**src/rtl/tm_cpu_retire_track_pkg.sv**
```systemverilog
// Shared types for the TM retire tracker: thread config, clock bundle,
// the CPU-to-TM token and the retire-tracker FSM state.
package tm_cpu_retire_track_pkg;

  localparam int NTHREAD      = 8;
  localparam int NTHREADIDMSB = 2;
  localparam int TW           = NTHREADIDMSB + 1;

  typedef struct packed {
    logic clk;
  } iu_clk_type;

  typedef struct packed {
    logic          valid;
    logic          replay;
    logic [TW-1:0] tid;
  } cpu2tm_type;

  typedef enum logic {
    CLEAR = 1'b0,
    READY = 1'b1
  } tm_retire_state_type;

endpackage

```
**src/rtl/tm_retire_cnt_ram.sv**
```systemverilog
// Per-thread retired-instruction counters: distributed RAM with a two-cycle
// read-modify-write increment path, a clear write port and a debug read port.
module tm_retire_cnt_ram
  import tm_cpu_retire_track_pkg::*;
#(
  parameter int NT   = 8,
  parameter int CNTW = 48,
  parameter int AW   = 3
) (
  input  iu_clk_type      gclk,
  input  logic            rst,
  input  logic            clr_we,
  input  logic [AW-1:0]   clr_addr,
  input  logic            inc_req,
  input  logic [AW-1:0]   inc_tid,
  input  logic [AW-1:0]   dbg_tid,
  output logic [CNTW-1:0] dbg_cnt
);

  logic [CNTW-1:0] mem [NT];
  logic            s2_vld;
  logic [AW-1:0]   s2_tid;
  logic [CNTW-1:0] s2_old;
  logic            we;
  logic [AW-1:0]   waddr;
  logic [CNTW-1:0] wdata;

  // Clear sweep owns the single write port; a colliding increment is dropped
  // because the sweep zeroes every entry anyway.
  always_comb begin
    we    = ~rst & (clr_we | s2_vld);
    waddr = clr_we ? clr_addr : s2_tid;
    wdata = clr_we ? '0 : s2_old + CNTW'(1);
  end

  always_ff @(posedge gclk.clk) begin
    if (rst) begin
      s2_vld <= 1'b0;
      s2_tid <= '0;
      s2_old <= '0;
    end else begin
      s2_vld <= inc_req;
      s2_tid <= inc_tid;
      // Forward the in-flight write so back-to-back increments of one tid chain.
      s2_old <= (we && waddr == inc_tid) ? wdata : mem[inc_tid];
    end
  end

  always_ff @(posedge gclk.clk) begin
    if (we) mem[waddr] <= wdata;
    dbg_cnt <= mem[dbg_tid];
  end

endmodule

```
**src/rtl/tm_cpu_retire_track.sv**
```systemverilog
// Tracks in-flight and retired instructions per thread, forwards IU writeback
// results to the timing model as tokens and counts retirements per thread.
module tm_cpu_retire_track
  import tm_cpu_retire_track_pkg::*;
#(
  parameter int CNTW = 48,
  parameter int NT   = NTHREAD
) (
  input  iu_clk_type          gclk,
  input  logic                rst,
  input  logic                run,
  input  logic                tick,
  input  logic                issue_valid,
  input  logic [TW-1:0]       issue_tid,
  input  logic                wb_valid,
  input  logic [TW-1:0]       wb_tid,
  input  logic                wb_replay,
  input  logic                clr_req,
  output logic                cpu2tm_valid,
  output logic                cpu2tm_replay,
  output logic [TW-1:0]       cpu2tm_tid,
  input  logic [TW-1:0]       dbg_tid,
  output logic [CNTW-1:0]     dbg_cnt,
  output logic                busy,
  output logic                err_orphan,
  output logic                err_dup,
  output logic                err_reissue,
  output logic [TW:0]         inflight_cnt,
  output tm_retire_state_type dbg_state
);

  // Token semantics: cpu2tm_valid/cpu2tm_replay are single-cycle pulses, one
  // cycle after an accepted writeback; there is no backpressure from the TM.
  tm_retire_state_type state, state_nxt;
  logic [TW-1:0] addr, addr_nxt;
  logic [NT-1:0] inflight, inflight_nxt, retired, retired_nxt;
  logic [NT-1:0] issue_oh, acc_oh, ret_oh;
  logic          run_q, run_rise, issue_go, acc, ret, inc_req;
  logic          set_orphan, set_dup, set_reissue;
  logic [TW:0]   pop_nxt;
  cpu2tm_type    tok;

  always_ff @(posedge gclk.clk) begin
    if (rst) begin
      state <= CLEAR;
      addr  <= '0;
    end else begin
      state <= state_nxt;
      addr  <= addr_nxt;
    end
  end

  always_comb begin
    state_nxt = state;
    addr_nxt  = addr;
    case (state)
      CLEAR: begin
        if (clr_req) addr_nxt = '0;
        else if (addr == TW'(NT - 1)) begin
          state_nxt = READY;
          addr_nxt  = '0;
        end else addr_nxt = addr + TW'(1);
      end
      READY: begin
        if (clr_req) begin
          state_nxt = CLEAR;
          addr_nxt  = '0;
        end
      end
      default: state_nxt = CLEAR;
    endcase
  end

  always_comb begin
    run_rise    = run & ~run_q;
    issue_go    = issue_valid & run;
    acc         = wb_valid & inflight[wb_tid];
    ret         = acc & ~wb_replay;
    issue_oh    = issue_go ? (NT'(1) << issue_tid) : '0;
    acc_oh      = acc ? (NT'(1) << wb_tid) : '0;
    ret_oh      = ret ? acc_oh : '0;
    set_orphan  = wb_valid & ~inflight[wb_tid];
    set_dup     = ret & retired[wb_tid] & ~tick;
    set_reissue = issue_go & inflight[issue_tid] & ~(acc & (wb_tid == issue_tid));
    inc_req     = ret & run & (state == READY);
    inflight_nxt = ((run_rise ? '0 : inflight) & ~acc_oh) | issue_oh;
    if (run_rise)  retired_nxt = '0;
    else if (tick) retired_nxt = ret_oh;
    else           retired_nxt = retired | ret_oh;
    pop_nxt = '0;
    for (int i = 0; i < NT; i++) pop_nxt = pop_nxt + (TW+1)'(inflight_nxt[i]);
  end

  always_ff @(posedge gclk.clk) begin
    if (rst) begin
      run_q        <= 1'b0;
      inflight     <= '0;
      retired      <= '0;
      err_orphan   <= 1'b0;
      err_dup      <= 1'b0;
      err_reissue  <= 1'b0;
      tok          <= '0;
      inflight_cnt <= '0;
    end else begin
      run_q        <= run;
      inflight     <= inflight_nxt;
      retired      <= retired_nxt;
      err_orphan   <= ~run_rise & (err_orphan | set_orphan);
      err_dup      <= ~run_rise & (err_dup | set_dup);
      err_reissue  <= ~run_rise & (err_reissue | set_reissue);
      tok.valid    <= acc & ~wb_replay & run;
      tok.replay   <= acc & wb_replay & run;
      if (acc) tok.tid <= wb_tid;
      inflight_cnt <= pop_nxt;
    end
  end

  assign cpu2tm_valid  = tok.valid;
  assign cpu2tm_replay = tok.replay;
  assign cpu2tm_tid    = tok.tid;
  assign busy          = (state == CLEAR);
  assign dbg_state     = state;

  tm_retire_cnt_ram #(.NT(NT), .CNTW(CNTW), .AW(TW)) u_cnt_ram (
    .gclk     (gclk),
    .rst      (rst),
    .clr_we   (state == CLEAR),
    .clr_addr (addr),
    .inc_req  (inc_req),
    .inc_tid  (wb_tid),
    .dbg_tid  (dbg_tid),
    .dbg_cnt  (dbg_cnt)
  );

endmodule

```
**config.mk**
```make
export PLATFORM = sky130hd
export DESIGN_NAME = tm_cpu_retire_track
export DESIGN_NICKNAME = d
export VERILOG_FILES = /design/src/rtl/tm_cpu_retire_track_pkg.sv /design/src/rtl/tm_retire_cnt_ram.sv /design/src/rtl/tm_cpu_retire_track.sv
export SDC_FILE = /design/constraint.sdc
export NUM_CORES = 1
export LEC_CHECK = 0
export BUFFER_PORTS_ARGS = -buffer_cell sky130_fd_sc_hd__buf_2
export CAP_MARGIN = 20
export CORE_MARGIN = 10
export CORE_UTILIZATION = 62
export CTS_CLUSTER_SIZE = 25
export DETAILED_ROUTE_END_ITERATION = 10
export GPL_ROUTABILITY_DRIVEN = 0
export PLACE_DENSITY = 0.81
export SLEW_MARGIN = 15
export SYNTH_ARGS = -nofsm -noshare
export SYNTH_HDL_FRONTEND = slang
export SYNTH_SLANG_ARGS = --single-unit
```
**constraint.sdc**
```tcl
create_clock -name gclk -period 7.29 [get_ports gclk]
set_clock_uncertainty 0.1 [all_clocks]
set_input_delay 2.187 -clock gclk [delete_from_list [all_inputs] [get_ports gclk]]
set_output_delay 2.187 -clock gclk [all_outputs]
set_load 0.005 [all_outputs]
```
==> results.txt, run 1 <==
----------------------------------------------------
[Clock tree]
  Longest Clk Path Bufs ... 3
  Number of levels in the clock H-tree ... 2
  Insertion delay to the later sink of the worst-skew pair ... 600 ps
  Cts repair resizes ... 0
  Root Driver ... sky130_fd_sc_hd__clkbuf_16
  Number of hold buffers added after cts ... 0
  Total clock sinks ... 517
  Number of post-CTS setup repair buffers ... 0
  CTS buffer count ... 53
  Clock-pin slew reported for the worst setup and hold paths after clock tree synthesis ... approximately 60 ps
  CTS tree ... built

[Global route]
  Largest net degree at the start of global routing ... 66
  Met3 Use GR ... 3.96%
  Final global-route overflow total ... 0
  Antenna violations before repair ... 0
  Vias in the first global route ... 15,086
  Global routing usage on met2 ... 41.1%
  Global routing's busiest layer ... met2
  Overall fraction of global-route tracks in use ... 24.5%
  GR Util met1 ... 31.8%
  Wire length of the first global-routing pass ... around 90 mm

[Run]
  # Max-Cap Violations ... 0

[Routing]
  Post-route ant nets ... 0
  Routed via count divided by cell count ... ~7.0
  Initial drt markers ... between 1,500 and 2,000
  Drt total wl ... ~57 mm
  Average wire length per cell after detail routing ... 27.6 um
  Total via count in the routed design ... 14,502
  # DRC ... 0
  Initial DRT Pass Iterations ... 6

[Power]
  Maximum vdd ir drop ... 0.211 mV
  Lkg Pwr ... 9.51 nW
  P per Cell Area ... ~250 mW/mm2
  PnR Total Power ... around 6.5 mW

[Synth]
  Area of the mapped netlist ... 0.0236 mm2
  Async set or reset register ratio after synthesis ... 0%
  Mapped Avg Cell Area ... 16.1 um2
  Leading area contributor after synthesis ... sky130_fd_sc_hd__edfxtp_1
  Seq/Total Area, Yosys ... 60.2%
  Count of yosys warnings during synthesis ... 0
  Cell types occupying the most area after synthesis ... sky130_fd_sc_hd__edfxtp_1 49%, sky130_fd_sc_hd__mux4_2 19%, sky130_fd_sc_hd__dfxtp_1 11%
  Main synth FF type ... sky130_fd_sc_hd__edfxtp_1
  Total of flip-flops plus latches after synthesis ... 517
  Synthesized net count ... about 1,500
  Most instantiated library cell after synthesis ... sky130_fd_sc_hd__edfxtp_1
  Post-Synthesis Cells ... around 1,500
  Commonest cells in the netlist ... 384 x sky130_fd_sc_hd__edfxtp_1, 196 x sky130_fd_sc_hd__mux4_2, 133 x sky130_fd_sc_hd__dfxtp_1
  Post-synth EDFFs ... 384
  Synth cell types ... 60
  Area share of the largest cell type after synthesis ... 48.9%

[Placed design]
  Pre-CTS setup slack ... 636 ps
  Detailed placer's ending HPWL ... 32.4 mm
  Number of I/O port buffers ... 78
  Instance count after placement with tap cells included ... 1,964

[Final layout]
  Fraction of final layout cells with drive strength greater than 1 ... 31.5%
  Total area of multi-input combinational cells ... 0.00888 mm2
  Final #Nets ... 1,536
  Non-Filler Instances ... 2,065
  Area Overhead vs Synth ... 12.0%
  Diode insertion count for antenna repair ... 0
  Storage cell area ... approximately 0.014 mm2
  Fill cell instance count of the final layout ... 2,312

[Timing]
  Max-Slew Margin vs Limit ... between 10% and 20%
  Final setup violating endpoints ... 0
  Top achievable clock speed ... 0.163 GHz
  Worst-margin pin slew ... 1250 ps
  TNS Setup ... 0 ps
  Min Clock Period, post-route ... 6130 ps
  Period utilization ... 84.1%
  Post-layout worst setup margin ... 1160 ps
  Unrepaired setup endpoints after global routing ... no
  Number of pins exceeding their max-slew limit in the final report ... 0
  Final hold vios ... 0

[Worst setup path]
  Critical path start-end classification ... input pin to flop
  Critical Path Sink Type ... flop
  Data required time of the worst path ... approximately 7600 ps
  Setup crit start kind ... input pin
  Arrival @ worst endpoint ... approximately 6500 ps
  Worst Path Max Fanout ... 44

[Die]
  Chip Height ... 215 um
  DIE AREA ... 0.0462 mm2
  I/O pin total ... 79
  Core Box Area ... 0.0376 mm2
  Floorplan die width ... between 200 and 250 um
  Starting density of the core ... 62.7%
  Row count ... 71

[Run status]
  Run status ... completed

[Hold path]
  Type of the worst min-delay path ... flop to flop

----------------------------------------------------
per-layer routing:
layer / wire length [um] / vias up
met5: 0 / -
met4: 1780 / 0
met3: 5230 / 154
met2: 28800 / 908
met1: 21100 / 7398
li1: - / 6042
placed cells by master, fill, tap and decap left out, types with 21 or more instances in the layout:
cell                          n
sky130_fd_sc_hd__mux2_2      80
sky130_fd_sc_hd__buf_2       74
sky130_fd_sc_hd__nand2_1     42
sky130_fd_sc_hd__nor2_1      45
sky130_fd_sc_hd__nor3_1      26
sky130_fd_sc_hd__mux4_2     196
sky130_fd_sc_hd__a211oi_1    33
sky130_fd_sc_hd__a21oi_1     41
sky130_fd_sc_hd__o21ai_0     29
sky130_fd_sc_hd__clkbuf_16   55
sky130_fd_sc_hd__dfxtp_1    132
sky130_fd_sc_hd__nand4_1     21
sky130_fd_sc_hd__inv_1       34
sky130_fd_sc_hd__edfxtp_1   384
sky130_fd_sc_hd__mux2i_1     38
state kept, by name, summed over array words and instances, names as in the netlist, 3 cells and up:
signal and count:
u_cnt_ram.mem 384, u_cnt_ram.dbg_cnt 48, u_cnt_ram.s2_old 48, inflight 8, retired 8, inflight_cnt 4, addr 3, cpu2tm_tid 3
u_cnt_ram.s2_tid 3
cell type report:
cell class,count,share of cell area [%]
sequential,517,53.8
multi-input combinational,799,33.6
inverter,35,0.498
clock buffer,71,5.74
clock inverter,29,1.36
timing repair buffer,103,2.58
tap,511,2.42
worst max-delay path, cell delays in order:
cell                      delay, ps
sky130_fd_sc_hd__buf_4          270
sky130_fd_sc_hd__buf_4          630
sky130_fd_sc_hd__nand4_1        480
sky130_fd_sc_hd__o21ai_0        350
sky130_fd_sc_hd__o22ai_1        160
sky130_fd_sc_hd__fa_1           500
sky130_fd_sc_hd__fa_1           500
sky130_fd_sc_hd__inv_1           50
sky130_fd_sc_hd__fa_1           450
sky130_fd_sc_hd__inv_1           70
sky130_fd_sc_hd__ha_1           170
sky130_fd_sc_hd__inv_1           60
sky130_fd_sc_hd__fa_1           370
sky130_fd_sc_hd__xor2_1         160
sky130_fd_sc_hd__nor2_1          60
report_power, final:
part / internal (mW) / total (mW) / switching, mW
Combinational: 0.180 / 0.401 / 0.221
Clock: 1.74 / 2.88 / 1.13
Sequential: 3.20 / 3.25 / 0.0562
cell families after synthesis:
group,synth area share [%]
buf+inv,2.48
mux,24.2
simple gates,6.40
flops,60.2
compound gates,5.24
fa+ha+maj,0.658
xor+xnor,0.817
worst paths after layout:
kind | start | end | slack [ps] | depth (start not counted)
max | wb_tid[1] | inflight_cnt[2] | 1160 | 15
min | err_dup | err_dup | 370 | 1
max reg2reg | inflight[0] | inflight_cnt[2] | 3010 | 16
min reg2reg | err_dup | err_dup | 370 | 1
stage by stage:
step	cell area [um2]	util [%]	hold slack, ps
6_report	26400	70.3	368
5_1_grt	26400	70.3	391
4_1_cts	26400	70.2	371
3_5_place_dp	24500	65.2	357
3_3_place_gp	24500	65.2	354
2_1_floorplan	23600	-	343
No activity file was read; power rests on OpenSTA's default activity.
==> run 2: changes to the inputs <==
--- a/config.mk
+++ b/config.mk
@@ -8,11 +8,11 @@
 export BUFFER_PORTS_ARGS = -buffer_cell sky130_fd_sc_hd__buf_2
 export CAP_MARGIN = 20
 export CORE_MARGIN = 10
-export CORE_UTILIZATION = 62
+export CORE_UTILIZATION = 56
 export CTS_CLUSTER_SIZE = 25
 export DETAILED_ROUTE_END_ITERATION = 10
 export GPL_ROUTABILITY_DRIVEN = 0
-export PLACE_DENSITY = 0.81
+export PLACE_DENSITY = 0.77
 export SLEW_MARGIN = 15
 export SYNTH_ARGS = -nofsm -noshare
 export SYNTH_HDL_FRONTEND = slang
==> constraint.sdc (replaced) <==
create_clock -name gclk -period 5.46 [get_ports gclk]
set_clock_uncertainty 0.1 [all_clocks]
set_input_delay 1.638 -clock gclk [delete_from_list [all_inputs] [get_ports gclk]]
set_output_delay 1.638 -clock gclk [all_outputs]
set_load 0.005 [all_outputs]
==> run 2 against run 1 <==
  * Cell area up 0.11%
  * Clock-buffer cell count down 4
  * Global-route usage down 2.4 points
  * Clock power up 21%
  * Sequential share of layout area down 0.061 points
  * Register-to-register slack worse by 1700 ps
  * Worst setup slack worse by 710 ps
  * Die area up 9.7%
  * Critical path depth up 1
  * Worst hold slack better by 2.1 ps
==> results.txt, run 2 (same netlist as run 1, synthesis figures left out) <==
----------------------------------------------------
[Clock tree]
  Insertion delay to the later sink of the worst-skew pair ... 600 ps (about the same)
  Number of hold buffers added after cts ... 0 (unchanged)
  Number of post-CTS setup repair buffers ... 0 (unchanged)
  CTS buffer count ... 52 (was 53)
  Clock-pin slew reported for the worst setup and hold paths after clock tree synthesis ... 60 ps (about the same)
  Root Driver ... sky130_fd_sc_hd__clkbuf_16 (unchanged)
  Total clock sinks ... 517 (unchanged)
  Number of levels in the clock H-tree ... 2 (unchanged)
  Cts repair resizes ... 0 (unchanged)
  Longest Clk Path Bufs ... 3 (unchanged)
  CTS tree ... built (unchanged)

[Timing]
  Period utilization ... about nine tenths
  Final setup violating endpoints ... 0 (unchanged)
  Top achievable clock speed ... 0.199 GHz
  Min Clock Period, post-route ... 5020 ps
  Worst-margin pin slew ... 1020 ps (was 1250 ps)
  Final hold vios ... 0 (unchanged)
  TNS Setup ... 0 ps (unchanged)
  Max-Slew Margin vs Limit ... 31.7% (was 15.7%)
  Unrepaired setup endpoints after global routing ... no (unchanged)
  Number of pins exceeding their max-slew limit in the final report ... 0 (unchanged)

[Power]
  PnR Total Power ... 8.37 mW (was 6.53 mW)
  Lkg Pwr ... 9.51 nW (about the same)
  Maximum vdd ir drop ... 0.245 mV (was 0.211 mV)
  P per Cell Area ... 317 mW/mm2 (was 247 mW/mm2)

[Routing]
  Post-Route M1 WL ... 21.7 mm (was 21.1 mm)
  Total via count in the routed design ... 14,197 (was 14,502)
  Initial drt markers ... 1,549 (was 1,925)
  Initial DRT Pass Iterations ... 5 (was 6)
  Routed via count divided by cell count ... 6.73 (was 7.02)
  # DRC ... 0 (unchanged)
  Average wire length per cell after detail routing ... 26.2 um (was 27.6 um)
  Metal2 WL ... 28.1 mm (was 28.8 mm)
  Uppermost layer routed ... met4 (unchanged)
  Routed wire length on met3 ... 4.09 mm (was 5.23 mm)
  Drt total wl ... 55.2 mm (was 56.9 mm)
  Post-route ant nets ... 0 (unchanged)

[Global route]
  Final global-route overflow total ... 0 (unchanged)
  Largest net degree at the start of global routing ... 58 (was 66)
  Wire length of the first global-routing pass ... 86.7 mm (was 88.3 mm)
  Antenna violations before repair ... 0 (unchanged)
  Overall fraction of global-route tracks in use ... 22.1% (was 24.5%)
  Vias in the first global route ... 14,684 (was 15,086)

[Final layout]
  Final cell utilization of the core ... 63.3% (was 70.3%)
  Register bank with the most flops ... u_cnt_ram.mem (unchanged)
  Largest registers in the final layout ... u_cnt_ram.mem: 384 flops, u_cnt_ram.dbg_cnt: 48 flops, u_cnt_ram.s2_old: 48 flops (unchanged)
  Top library cells by usage in the layout, fill and taps aside ... 384 x sky130_fd_sc_hd__edfxtp_1, 196 x sky130_fd_sc_hd__mux4_2, 132 x sky130_fd_sc_hd__dfxtp_1 (unchanged)
  Number of flip-flops in the largest register ... 384 (unchanged)
  Fraction of final layout cells with drive strength greater than 1 ... 31.8% (was 31.5%)
  Area Overhead vs Synth ... 12.1% (was 12.0%)
  Layout Cell Area excl Fill ... 0.0264 mm2 (about the same)
  Most common cell after layout, fill and taps aside ... sky130_fd_sc_hd__edfxtp_1 (unchanged)
  Final #Nets ... 1,556 (was 1,536)
  Diode insertion count for antenna repair ... 0 (unchanged)
  Fill cell instance count of the final layout ... 2,881 (was 2,312)
  Total area of multi-input combinational cells ... 0.00888 mm2 (unchanged)
  Storage cell area ... 0.0142 mm2 (unchanged)

[Die]
  Row count ... 75 (was 71)
  Core Box Area ... 0.0418 mm2 (was 0.0376 mm2)
  I/O pin total ... 79 (unchanged)
  DIE AREA ... 0.0507 mm2 (was 0.0462 mm2)
  Floorplan die width ... 225 um (was 215 um)
  Starting density of the core ... 56.5% (was 62.7%)
  Chip Height ... 225 um (was 215 um)

[Placed design]
  Number of I/O port buffers ... 78 (unchanged)
  Placed Instance Area ... 0.0247 mm2 (was 0.0245 mm2)
  Detailed placer's ending HPWL ... 32.9 mm (was 32.4 mm)

[Worst setup path]
  Data required time of the worst path ... 5820 ps (was 7640 ps)
  Critical path start-end classification ... input pin to flop (unchanged)
  Reg2Reg Capture Point ... inflight_cnt[2] (unchanged)
  Arrival @ worst endpoint ... 5370 ps (was 6490 ps)
  Worst Path Max Fanout ... 12 (was 44)
  Number of buffers and inverters on the critical path ... 4 (was 5)
  Critical-path cell list ... buf_4, mux2_2, o22a_1, nand3_1, or3_1, a32o_1, fa_1, fa_1, inv_1, fa_1, inv_1, ha_1, inv_1, fa_1, xor2_1, nor2_1 (was buf_4, buf_4, nand4_1, o21ai_0, o22ai_1, fa_1, fa_1, inv_1, fa_1, inv_1, ha_1, inv_1, fa_1, xor2_1, nor2_1)
  Worst reg-to-reg setup slack ... 1280 ps (was 3010 ps)
  R2R Path Start ... inflight[4] (was inflight[0])
  Cell depth of the worst flop-to-flop path ... 15 (was 16)
  Critical Path Sink Type ... flop (unchanged)
  Delay of the slowest critical-path stage ... 500 ps (was 630 ps)
  Most common cell type on the critical path ... sky130_fd_sc_hd__fa_1 (unchanged)
  Largest delay contributor family on the critical path ... adder cells (unchanged)
  Worst Setup SP ... wb_tid[1] (unchanged)
  Slowest-stage cell, CP ... sky130_fd_sc_hd__fa_1 (was sky130_fd_sc_hd__buf_4)
  Setup crit start kind ... input pin (unchanged)

[Hold path]
  Type of the worst min-delay path ... flop to flop (unchanged)
  Endpoint of the worst hold path ... retired[2] (was err_dup)
  WHS Path Cells ... 2 (was 1)
  Worst hold start ... retired[2] (was err_dup)

[Run]
  # Max-Cap Violations ... 0 (unchanged)

[Run status]
  Run status ... completed (unchanged)

----------------------------------------------------
## run 2: layout make-up
type / count / share of cell area, %
clock buffer: 67 / 5.29
clock inverter: 30 / 1.05
inverter: 35 / 0.497
multi-input combinational: 799 / 33.6
sequential: 517 / 53.7
tap: 539 / 2.55
timing repair buffer: 124 / 3.31
## run 2: where the power goes
group / total [mW] / switching (mW) / leakage, nW / internal, mW
clock network: 3.49 / 1.49 / 0.812 / 2.00
logic: 0.538 / 0.290 / 3.48 / 0.249
registers: 4.34 / 0.0734 / 5.22 / 4.27
## run 2: worst min-delay path, cell delays in order (launching register included)
cell,delay (ps)
sky130_fd_sc_hd__dfxtp_1,310
sky130_fd_sc_hd__nand2b_1,60
sky130_fd_sc_hd__a21oi_1,50
## run 2: worst max path at each step
stage                       to  slack [ps]  depth (start not counted)
4_1_cts        inflight_cnt[2]         490                         16
5_1_grt        inflight_cnt[2]         300                         16
3_5_place_dp   inflight_cnt[2]        -120                         16
6_report       inflight_cnt[2]         440                         16
3_3_place_gp   inflight_cnt[2]         -70                         16
2_1_floorplan  inflight_cnt[2]          50                         16
## run 2: metal layers
metal  up-vias  track usage, %
li1       6085               -
met1      7374            28.6
met2       629            37.4
met3       109            3.89
met4         0            7.19
met5         -               0
## run 2: per-stage QoR
| stage | std cells | hold slack [ps] | setup slack [ps] |
|---|---|---|---|
| floorplan | 1462 | 343 | 46.4 |
| global placement | 2013 | 349 | -69.2 |
| detailed placement | 2014 | 356 | -119 |
| CTS | 2111 | 371 | 494 |
| global route | 2111 | 383 | 302 |
| finish | 2111 | 370 | 445 |
==> run 3: changes to the inputs <==
--- a/config.mk
+++ b/config.mk
@@ -11,8 +11,8 @@
 export CORE_UTILIZATION = 56
 export CTS_CLUSTER_SIZE = 25
 export DETAILED_ROUTE_END_ITERATION = 10
-export GPL_ROUTABILITY_DRIVEN = 0
 export PLACE_DENSITY = 0.77
+export RECOVER_POWER = 50
 export SLEW_MARGIN = 15
 export SYNTH_ARGS = -nofsm -noshare
 export SYNTH_HDL_FRONTEND = slang
==> run 3 against run 2 <==
  * Register-to-register slack worse by 550 ps
  * Sequential power is essentially flat
  * The flow now finishes with violations (max-capacitance violations, max-slew violations)
  * Non-clock buffer count is 4 higher
  * Critical path type unchanged
  * Cell count grew 0.38%
  * Cell area hardly changed
  * Die area stayed put
  * Worst setup slack got worse by 39 ps
  * Combinational power about the same
  * Clock power is 8.3% higher
  * Global-route usage is 0.37 points higher
  * First-iteration DRC count is 2.6% lower
  * Via count about the same
  * Critical endpoint is now u_cnt_ram.mem[7][40]
==> results.txt, run 3 (same netlist as run 1, synthesis figures left out) <==
----------------------------------------------------
[Power]
  P per Cell Area ... 327 mW/mm2 (was 317 mW/mm2)
  Lkg Pwr ... 9.44 nW (was 9.51 nW)
  Maximum vdd ir drop ... 0.325 mV (was 0.245 mV)

[Routing]
  Average wire length per cell after detail routing ... 26.6 um (was 26.2 um)
  Metal2 WL ... 28.3 mm (was 28.1 mm)
  Routed wire length on met3 ... 4.45 mm (was 4.09 mm)
  Initial DRT Pass Iterations ... 5 (unchanged)
  # DRC ... 0 (unchanged)
  Initial drt markers ... 1,509 (was 1,549)
  Total via count in the routed design ... 14,208 (was 14,197)
  Post-route ant nets ... 0 (unchanged)
  Uppermost layer routed ... met4 (unchanged)
  Drt total wl ... 56.4 mm (was 55.2 mm)
  Routed via count divided by cell count ... 6.71 (was 6.73)
  Post-Route M1 WL ... 22.3 mm (was 21.7 mm)

[Die]
  DIE AREA ... 0.0507 mm2 (unchanged)
  I/O pin total ... 79 (unchanged)
  Chip Height ... 225 um (unchanged)
  Row count ... 75 (unchanged)
  Floorplan die width ... 225 um (unchanged)
  Core Box Area ... 0.0418 mm2 (unchanged)
  Starting density of the core ... 56.5% (unchanged)

[Placed design]
  Number of I/O port buffers ... 78 (unchanged)
  Detailed placer's ending HPWL ... 34.2 mm (was 32.9 mm)
  Final weighted congestion in routability-driven placement ... approximately 0.94
  Instance count after placement with tap cells included ... 2,017 (was 2,014)
  Placed Instance Area ... 0.0248 mm2 (was 0.0247 mm2)

[Run status]
  Run status ... finished, violations left (was completed)
  Violated checks ... max-capacitance violations, max-slew violations

[Clock tree]
  Number of levels in the clock H-tree ... 2 (unchanged)
  Insertion delay to the later sink of the worst-skew pair ... 610 ps (was 600 ps)
  Number of hold buffers added after cts ... 0 (unchanged)
  Total clock sinks ... 517 (unchanged)
  CTS buffer count ... 54 (was 52)
  Clock-pin slew reported for the worst setup and hold paths after clock tree synthesis ... 60 ps (about the same)
  CTS tree ... built (unchanged)
  Cts repair resizes ... 0 (unchanged)
  Longest Clk Path Bufs ... 3 (unchanged)
  Number of post-CTS setup repair buffers ... 0 (unchanged)
  Root Driver ... sky130_fd_sc_hd__clkbuf_16 (unchanged)

[Worst setup path]
  Setup crit start kind ... input pin (unchanged)
  Critical-path cell list ... clkbuf_1, inv_1, clkbuf_1, nand2_1, nor2_1, buf_4 (was buf_4, mux2_2, o22a_1, nand3_1, or3_1, a32o_1, fa_1, fa_1, inv_1, fa_1, inv_1, ha_1, inv_1, fa_1, xor2_1, nor2_1)
  Worst Path Max Fanout ... 15 (was 12)
  Most common cell type on the critical path ... sky130_fd_sc_hd__clkbuf_1 (was sky130_fd_sc_hd__fa_1)
  Number of buffers and inverters on the critical path ... 4 (unchanged)
  Delay of the slowest critical-path stage ... 1450 ps (was 500 ps)
  Data required time of the worst path ... 5630 ps (was 5820 ps)
  Largest delay contributor family on the critical path ... simple AND/OR/NAND/NOR gates (was adder cells)
  Arrival @ worst endpoint ... 5230 ps (was 5370 ps)
  Critical path start-end classification ... input pin to flop (unchanged)
  Critical Path Sink Type ... flop (unchanged)
  Slowest-stage cell, CP ... sky130_fd_sc_hd__nor2_1 (was sky130_fd_sc_hd__fa_1)

[Final layout]
  Non-Filler Instances ... 2,119 (was 2,111)
  Largest registers in the final layout ... u_cnt_ram.mem: 384 flops, u_cnt_ram.dbg_cnt: 48 flops, u_cnt_ram.s2_old: 48 flops (unchanged)
  Total area of multi-input combinational cells ... 0.00884 mm2 (was 0.00888 mm2)
  Storage cell area ... 0.0142 mm2 (about the same)
  Final #Nets ... 1,562 (was 1,556)
  Most common cell after layout, fill and taps aside ... sky130_fd_sc_hd__edfxtp_1 (unchanged)
  Area Overhead vs Synth ... 12.2% (was 12.1%)
  Layout Cell Area excl Fill ... 0.0264 mm2 (about the same)
  Fraction of final layout cells with drive strength greater than 1 ... 26.7% (was 31.8%)
  Register bank with the most flops ... u_cnt_ram.mem (unchanged)
  Top library cells by usage in the layout, fill and taps aside ... 384 x sky130_fd_sc_hd__edfxtp_1, 196 x sky130_fd_sc_hd__mux4_2, 133 x sky130_fd_sc_hd__dfxtp_1 (was 384 x sky130_fd_sc_hd__edfxtp_1, 196 x sky130_fd_sc_hd__mux4_2, 132 x sky130_fd_sc_hd__dfxtp_1)
  Number of flip-flops in the largest register ... 384 (unchanged)
  Fill cell instance count of the final layout ... 2,924 (was 2,881)

[Hold path]
  Type of the worst min-delay path ... flop to flop (unchanged)

[Global route]
  Wire length of the first global-routing pass ... 87.3 mm (was 86.7 mm)
  Largest net degree at the start of global routing ... 97 (was 58)
  Final global-route overflow total ... 0 (unchanged)
  Overall fraction of global-route tracks in use ... 22.5% (was 22.1%)
  Antenna violations before repair ... 1 (was 0)
  Vias in the first global route ... 14,597 (was 14,684)

[Timing]
  Number of pins exceeding their max-slew limit in the final report ... 271 (was 0)
  Top achievable clock speed ... 0.198 GHz (was 0.199 GHz)
  Max-Slew Margin vs Limit ... -101% (was 31.7%)
  Worst-margin pin slew ... 3020 ps (was 1020 ps)
  Period utilization ... 92.6% (was 91.9%)
  Unrepaired setup endpoints after global routing ... no (unchanged)
  Final hold vios ... 0 (unchanged)
  Final setup violating endpoints ... 0 (unchanged)
  Min Clock Period, post-route ... 5050 ps (was 5020 ps)

[Run]
  # Max-Cap Violations ... 9 (was 0)

----------------------------------------------------
## run 3: cell count changes in the layout (fill, tap and decap cells not counted), sizes merged
| cell | previous run | this run |
|---|---|---|
| clkbuf | 67 | 145 |
| buf | 124 | 62 |
| clkinv | 20 | 9 |
| bufinv | 4 | 7 |
| clkinvlp | 4 | 2 |
| diode | 0 | 1 |
| inv | 37 | 38 |
## run 3: worst paths after layout
kind,slack [ps],startpoint,to,cells after the start
min reg2reg,370,retired[2],retired[2],2
max reg2reg,730,dbg_state,u_cnt_ram.mem[2][0],5
min,370,retired[2],retired[2],2
max,410,rst,u_cnt_ram.mem[7][40],6
## run 3: final cells by class
| class | count | area share, % |
|---|---|---|
| clock buffers | 79 | 5.77 |
| clock inverters | 21 | 1.15 |
| flip-flops and latches | 517 | 53.7 |
| multi-input cells | 799 | 33.4 |
| repair buffers | 128 | 2.91 |
| diodes | 1 | 0.00946 |
| inverters | 35 | 0.497 |
| well taps | 539 | 2.55 |
## run 3: layer usage
| layer | track usage, % | vias to the layer above |
|---|---|---|
| met1 | 29.8 | 7352 |
| met4 | 7.43 | 0 |
| li1 | - | 6100 |
| met2 | 37.7 | 664 |
| met3 | 3.38 | 92 |
| met5 | 0 | - |
## run 3: power by group
| part | switching, mW | internal, mW |
|---|---|---|
| clock | 1.51 | 2.27 |
| sequential | 0.0739 | 4.27 |
| combinational | 0.291 | 0.249 |
## run 3: through the flow
stage | hold WS [ps] | TNS (ps) | setup WS (ps) | power (mW) | utilization [%]
after floorplan | 343 | 0 | 46.4 | 4.78 | -
after global placement | 350 | -62.3 | -60.8 | 4.95 | 59.3
after detailed placement | 357 | -84.9 | -76.9 | 4.96 | 59.3
after CTS | 369 | 0 | 547 | 8.71 | 63.7
after global routing | 385 | 0 | 242 | 8.92 | 63.3
final | 369 | 0 | 406 | 8.66 | 63.3
## run 3: tightest hold or removal path, stage by stage, from the launching register on
cell                       delay (ps)
sky130_fd_sc_hd__dfxtp_1          310
sky130_fd_sc_hd__nand2b_1          60
sky130_fd_sc_hd__a21oi_1           50
